===== config.mk =====
export PLATFORM = sky130hd
export DESIGN_NAME = rx_ctl_os
export DESIGN_NICKNAME = d
export VERILOG_FILES = /design/src/rtl/uart_pkg.sv /design/src/rtl/uart_rx_sampler.sv /design/src/rtl/rx_ctl_os.sv
export SDC_FILE = /design/constraint.sdc
export NUM_CORES = 1
export LEC_CHECK = 0
export ABC_AREA = 1
export ABC_CLOCK_PERIOD_IN_PS = 1890
export CAP_MARGIN = 20
export CORE_ASPECT_RATIO = 0.5
export CORE_MARGIN = 3
export CORE_UTILIZATION = 25
export DETAILED_ROUTE_END_ITERATION = 12
export HOLD_SLACK_MARGIN = 0.1
export PLACE_DENSITY_LB_ADDON = 0.08
export SKIP_CTS_REPAIR_TIMING = 1
export SLEW_MARGIN = 25
export SYNTH_ARGS = -nofsm -noshare
export SYNTH_HDL_FRONTEND = slang
export SYNTH_SLANG_ARGS = --single-unit

===== constraint.sdc =====
create_clock -name clk -period 1.89 [get_ports clk]
set_clock_uncertainty 0.2 [all_clocks]
set_input_delay 0.189 -clock clk [delete_from_list [all_inputs] [get_ports clk]]
set_output_delay 0.189 -clock clk [all_outputs]
set_load 0.01 [all_outputs]

===== src/rtl/uart_pkg.sv =====
// Shared UART definitions: receiver state encodings, default frame geometry
// and the 3-sample majority helper used by the RX sampler.
package uart_pkg;

  localparam int OVERSAMPLE_DEF = 16;
  localparam int DATA_BITS_DEF  = 8;

  localparam logic [2:0] ST_IDLE_ENC  = 3'd0;
  localparam logic [2:0] ST_START_ENC = 3'd1;
  localparam logic [2:0] ST_DATA_ENC  = 3'd2;
  localparam logic [2:0] ST_STOP_ENC  = 3'd3;
  localparam logic [2:0] ST_BREAK_ENC = 3'd4;

  typedef enum logic [2:0] {
    IDLE  = ST_IDLE_ENC,
    START = ST_START_ENC,
    DATA  = ST_DATA_ENC,
    STOP  = ST_STOP_ENC,
    BREAK = ST_BREAK_ENC
  } rx_state_t;

  function automatic logic majority3(input logic a, input logic b, input logic c);
    return (a & b) | (a & c) | (b & c);
  endfunction

endpackage


===== src/rtl/uart_rx_sampler.sv =====
// RX line front end: 2-FF synchronizer for the asynchronous pin and a
// 3-point majority vote around the middle of each bit period.
module uart_rx_sampler
  import uart_pkg::*;
#(
  parameter int OVERSAMPLE = OVERSAMPLE_DEF,
  localparam int CW = $clog2(OVERSAMPLE)
) (
  input  logic          clk,
  input  logic          rst_n,
  input  logic          rx_tick,
  input  logic          rx_pin_in,
  input  logic          sample_en,
  input  logic [CW-1:0] cnt,
  output logic          line_sync,
  output logic          bit_val,
  output logic          bit_valid
);

  localparam logic [CW-1:0] SAMPLE_A = CW'(OVERSAMPLE / 2 - 1);
  localparam logic [CW-1:0] SAMPLE_B = CW'(OVERSAMPLE / 2);
  localparam logic [CW-1:0] SAMPLE_C = CW'(OVERSAMPLE / 2 + 1);

  logic [1:0] sync_q;
  logic       samp_a_q;
  logic       samp_b_q;

  // Two-stage synchronizer; resets to the idle (high) line level
  always_ff @(posedge clk or negedge rst_n) begin
    if (!rst_n) begin
      sync_q <= 2'b11;
    end else begin
      sync_q <= {sync_q[0], rx_pin_in};
    end
  end

  assign line_sync = sync_q[1];

  // Capture the first two votes; the third is the live value at the decision tick
  always_ff @(posedge clk or negedge rst_n) begin
    if (!rst_n) begin
      samp_a_q <= 1'b1;
      samp_b_q <= 1'b1;
    end else if (rx_tick && sample_en) begin
      if (cnt == SAMPLE_A) samp_a_q <= line_sync;
      if (cnt == SAMPLE_B) samp_b_q <= line_sync;
    end
  end

  assign bit_valid = rx_tick && sample_en && (cnt == SAMPLE_C);
  assign bit_val   = majority3(samp_a_q, samp_b_q, line_sync);

endmodule


===== src/rtl/rx_ctl_os.sv =====
// UART 8N1 receive controller with 16x oversampling. Decodes frames from the
// serial pin and writes each good byte into the RX buffer with a 1-clk strobe.
module rx_ctl_os
  import uart_pkg::*;
#(
  parameter int OVERSAMPLE = OVERSAMPLE_DEF,
  parameter int DATA_BITS  = DATA_BITS_DEF
) (
  input  logic                 clk,
  input  logic                 rst_n,
  input  logic                 rx_tick,
  input  logic                 rx_pin_in,
  input  logic                 rx_buf_full,
  output logic [DATA_BITS-1:0] rx_data,
  output logic                 rx_write_buf,
  output logic                 rx_band_sig,
  output logic                 rx_frame_err,
  output logic                 rx_overrun
);

  localparam int CW = $clog2(OVERSAMPLE);
  localparam int BW = $clog2(DATA_BITS);
  localparam logic [CW-1:0] CNT_LAST = CW'(OVERSAMPLE - 1);
  localparam logic [BW-1:0] IDX_LAST = BW'(DATA_BITS - 1);

  rx_state_t            state_q, state_d;
  logic [CW-1:0]        cnt_q, cnt_d;
  logic [BW-1:0]        bitidx_q, bitidx_d;
  logic [DATA_BITS-1:0] shreg_q, shreg_d;
  logic [DATA_BITS-1:0] data_d;
  logic                 write_d, band_d, ferr_d, ovr_d;

  logic line_sync;
  logic bit_val;
  logic bit_valid;
  logic sample_en;

  assign sample_en = (state_q == START) || (state_q == DATA) || (state_q == STOP);

  uart_rx_sampler #(
    .OVERSAMPLE(OVERSAMPLE)
  ) u_sampler (
    .clk      (clk),
    .rst_n    (rst_n),
    .rx_tick  (rx_tick),
    .rx_pin_in(rx_pin_in),
    .sample_en(sample_en),
    .cnt      (cnt_q),
    .line_sync(line_sync),
    .bit_val  (bit_val),
    .bit_valid(bit_valid)
  );

  // State, counters, shift register and registered output strobes
  always_ff @(posedge clk or negedge rst_n) begin
    if (!rst_n) begin
      state_q      <= IDLE;
      cnt_q        <= '0;
      bitidx_q     <= '0;
      shreg_q      <= '0;
      rx_data      <= '0;
      rx_write_buf <= 1'b0;
      rx_band_sig  <= 1'b0;
      rx_frame_err <= 1'b0;
      rx_overrun   <= 1'b0;
    end else begin
      state_q      <= state_d;
      cnt_q        <= cnt_d;
      bitidx_q     <= bitidx_d;
      shreg_q      <= shreg_d;
      rx_data      <= data_d;
      rx_write_buf <= write_d;
      rx_band_sig  <= band_d;
      rx_frame_err <= ferr_d;
      rx_overrun   <= ovr_d;
    end
  end

  // Next-state logic; everything holds between oversample ticks and strobes default low
  always_comb begin
    state_d  = state_q;
    cnt_d    = cnt_q;
    bitidx_d = bitidx_q;
    shreg_d  = shreg_q;
    data_d   = rx_data;
    write_d  = 1'b0;
    band_d   = rx_band_sig;
    ferr_d   = 1'b0;
    ovr_d    = 1'b0;

    if (rx_tick) begin
      unique case (state_q)
        IDLE: begin
          if (!line_sync) begin
            cnt_d   = '0;
            band_d  = 1'b1;
            state_d = START;
          end
        end

        START: begin
          if (bit_valid && bit_val) begin
            band_d  = 1'b0;
            state_d = IDLE;
          end else if (cnt_q == CNT_LAST) begin
            cnt_d    = '0;
            bitidx_d = '0;
            state_d  = DATA;
          end else begin
            cnt_d = cnt_q + CW'(1);
          end
        end

        DATA: begin
          if (bit_valid) begin
            shreg_d = {bit_val, shreg_q[DATA_BITS-1:1]};
          end
          if (cnt_q == CNT_LAST) begin
            cnt_d = '0;
            if (bitidx_q == IDX_LAST) begin
              state_d = STOP;
            end else begin
              bitidx_d = bitidx_q + BW'(1);
            end
          end else begin
            cnt_d = cnt_q + CW'(1);
          end
        end

        STOP: begin
          if (bit_valid) begin
            if (bit_val) begin
              if (rx_buf_full) begin
                ovr_d = 1'b1;
              end else begin
                data_d  = shreg_q;
                write_d = 1'b1;
              end
              band_d  = 1'b0;
              state_d = IDLE;
            end else begin
              ferr_d  = 1'b1;
              state_d = BREAK;
            end
          end else begin
            cnt_d = cnt_q + CW'(1);
          end
        end

        BREAK: begin
          if (line_sync) begin
            band_d  = 1'b0;
            state_d = IDLE;
          end
        end

        default: begin
          band_d  = 1'b0;
          state_d = IDLE;
        end
      endcase
    end
  end

endmodule


==> impl_metrics.tcl <==
set metrics [dict create \
    synth_nets 219 \
    synthCells 209 \
    internal-power_mw 2.02 \
    cts.clk_slew.worst_paths_ps 60 \
    via_per_inst 4.21 \
    switching_power_mw 0.979 \
    drv_slew 0 \
    synth_seq_cells 34 \
    ir_worst_vdd_v 0.000387 \
    synthToLayoutAreaGrowth_pct 44.1 \
    final-hold-violation-count 0 \
    antenna_cells 0 \
    power_frac_clock_pct 36.8 \
    finalWirelength_um 3930 \
    synth_top_area_cell "dfrtp_1" \
    nets 266 \
    setup.worst_path.end_class "flip-flop" \
    avgSynthCellArea_um2 8.07 \
    htreeDepth 2 \
    port-buffer-count 16 \
    yosys.cell_types.count 22 \
    clockRootBuffer "clkbuf_16" \
    gr-total-overflow 0 \
    swShare_pct 32.7 \
    cp_cell_sequence "inv_2 > ha_4 > inv_1 > nor2_4 > nand3_4 > nor3_4 > buf_12 > clkbuf_16 > o21ai_0" \
    clkSinkCount 34 \
    wl_per_cell_um 11.4 \
    p_leak_nw 1.20 \
    start_util_pct 26.7 \
    dpl.hpwl_um 2700 \
    ys_warn_count 0 \
    grt_pass1_wl_um 6560 \
    track_usage_pct 10.8 \
    final_layout_size_suffix_gt1_share_pct 22.2 \
    die_x_um 122 \
    gp_congestion 0.773 \
    p_comb_share_pct 31.7 \
    yosysTopAreaCellShare_pct 44.5 \
    grt_max_degree 35 \
    stdcell_count 345 \
    critPathMaxStageDelay_ps 400 \
    synth.most_common_cell "nand2_1" \
    worst_slew_pin_slew_ps 440 \
    critPathMaxFanout 8 \
    critPathSlowestCell "dfrtp_1" \
    placed_area_um2 2070 \
    via_count 1451 \
    coreArea_um2 6310 \
    grt_pass1_vias 1369 \
    fmax_mhz 544 \
    postLayoutCellArea_um2 2430 \
    async_flop_share_pct 100 \
    postRouteAntennaNets 0 \
    hp-class "input pin to async pin" \
    cts_tree "yes" \
    period_share_pct 97.2 \
    die-area_um2 7830 \
    numCtsBuffers 5 \
    drt_iter0_drc 65 \
    cap_viol_max_count 0 \
    power_frac_seq_pct 31.5 \
    syn_area_um2 1690 \
    firstDrtPassIters 4 \
    row_count 20 \
    die_y_um 64.1 \
    critical_path_arrival_ps 1790 \
    place_inst 327 \
    layout_min_cycle_time_ps 1840 \
    pin_count 17 \
    p_per_area_nw_per_um2 1230 \
    required_ps 1850 \
    clockBufferDepth 2 \
    antenna_found_initial 0 \
    relSlewSlack_pct 70.7 \
    nFillCells 653 \
    startpoint_type "flip-flop" \
    synth-edff-count 0 \
    drc 0 \
    setup_viol 0 \
    synthFlopType "dfrtp_1" \
    ys_seq_area_share_pct 50.7 \
    synth_commonest_cells "nand2_1 (69), dfrtp_1 (30), o21ai_0 (27)" \
    status "finished clean" \
    power_mw 3.00 \
    synth_area_leaders "dfrtp_1 (45%), nand2_1 (15%), o21ai_0 (8.0%)" \
    insertion_delay_ps 280 \
    crit_type "flip-flop to flip-flop" \
]
-- path summary, 6_finish.rpt --
check,start,to,slack (ps),cells past startpoint
worst max-delay path,cnt_q[1]$_DFFE_PN0P_,rx_data[7]$_DFFE_PN0P_,50,9
worst min register to register,u_sampler.sync_q[0]$_DFF_PN1_,u_sampler.sync_q[1]$_DFF_PN1_,160,0
min in group clk,rx_pin_in,u_sampler.sync_q[0]$_DFF_PN1_,120,1
max in group asynchronous,rst_n,u_sampler.sync_q[1]$_DFF_PN1_,1020,2
worst min-delay path,rst_n,rx_data[0]$_DFFE_PN0P_,120,2
worst max register to register,cnt_q[1]$_DFFE_PN0P_,rx_data[7]$_DFFE_PN0P_,50,9
-- cell families after synthesis --
group / after synthesis / synth area share, %
XOR/XNOR: 1 / 0.519
buffers and inverters: 27 / 6.45
AO/OA/AOI/OAI: 31 / 9.42
AND/OR/NAND/NOR: 111 / 29.2
adder cells (fa/ha/maj): 5 / 3.71
flip-flops: 34 / 50.7
-- final cells by class --
class	count	area, um2	share of cell area (%)
tap	88	110	4.53
multi-input combinational	148	752	30.9
inverter	25	96.3	3.96
clock buffer	6	139	5.72
sequential	34	857	35.3
clock inverter	2	60.1	2.47
timing repair buffer	42	415	17.1
-- metrics by stage --
step	setup TNS (ps)	util [%]	worst slack, ps	hold WS [ps]
5_1_grt	-47.7	38.5	-13.0	131
2_1_floorplan	0	-	121	-307
3_3_place_gp	-2.41	32.9	-1.54	147
6_report	0	38.5	53.3	122
4_1_cts	0	36.1	6.06	124
3_5_place_dp	-45.6	32.9	-17.0	148
-- sequential cells by signal, summed over array words and instances (netlist names) --
signal / cells
bitidx_q: 3
cnt_q: 4
rx_band_sig: 1
rx_data: 8
rx_frame_err: 1
rx_overrun: 1
rx_write_buf: 1
shreg_q: 8
state_q: 3
u_sampler.samp_a_q: 1
u_sampler.samp_b_q: 1
u_sampler.sync_q: 2
-- power by group through the flow --
stage	clock (mW)	combinational (mW)	sequential, mW
floorplan	0	0.537	0.926
global placement	0	0.833	0.950
detailed placement	0	0.844	0.948
CTS	1.13	0.850	0.938
global route	1.18	1.10	0.961
finish	1.10	0.951	0.944
-- worst max-delay path, delay by kind of cell (launching register included) --
kind                       cells  cell delay (ps)
AOI/OAI and AO/OA              1               70
adders and majority gates      1              120
buffers and inverters          4              430
DFF                            1              400
and+or+nand+nor                3              490
-- layout by cell type, fill, tap and decap left out --
master           count
nand2_1             68
o21ai_1              4
or2_2                1
dfrtp_2              1
dfrtp_1             29
clkdlybuf4s50_1     16
o21ai_2              1
bufinv_16            2
buf_4               22
nor2_1              15
dfstp_2              4
nand3_4              1
nor4_1               1
nor3_4               1
o21ai_0             23
nor3b_1              1
inv_2                1
clkbuf_16            7
nand2_2              3
nand3_1             12
a21oi_1              3
clkbuf_8             1
ha_1                 4
ha_4                 1
inv_1               23
inv_4                1
nand2_4              1
nor2_4               2
nor2_2               5
xor2_1               1
buf_12               2
-- metal layers --
layer  GRT usage [%]  up-vias  share of wire (%)
met1            14.4      672                 53
met5               0        -                  0
met4            4.18        0               0.36
met3            2.92        4                2.8
met2            16.6       19                 44
li1                -      756                  -
No activity file was read; power rests on OpenSTA's default activity.
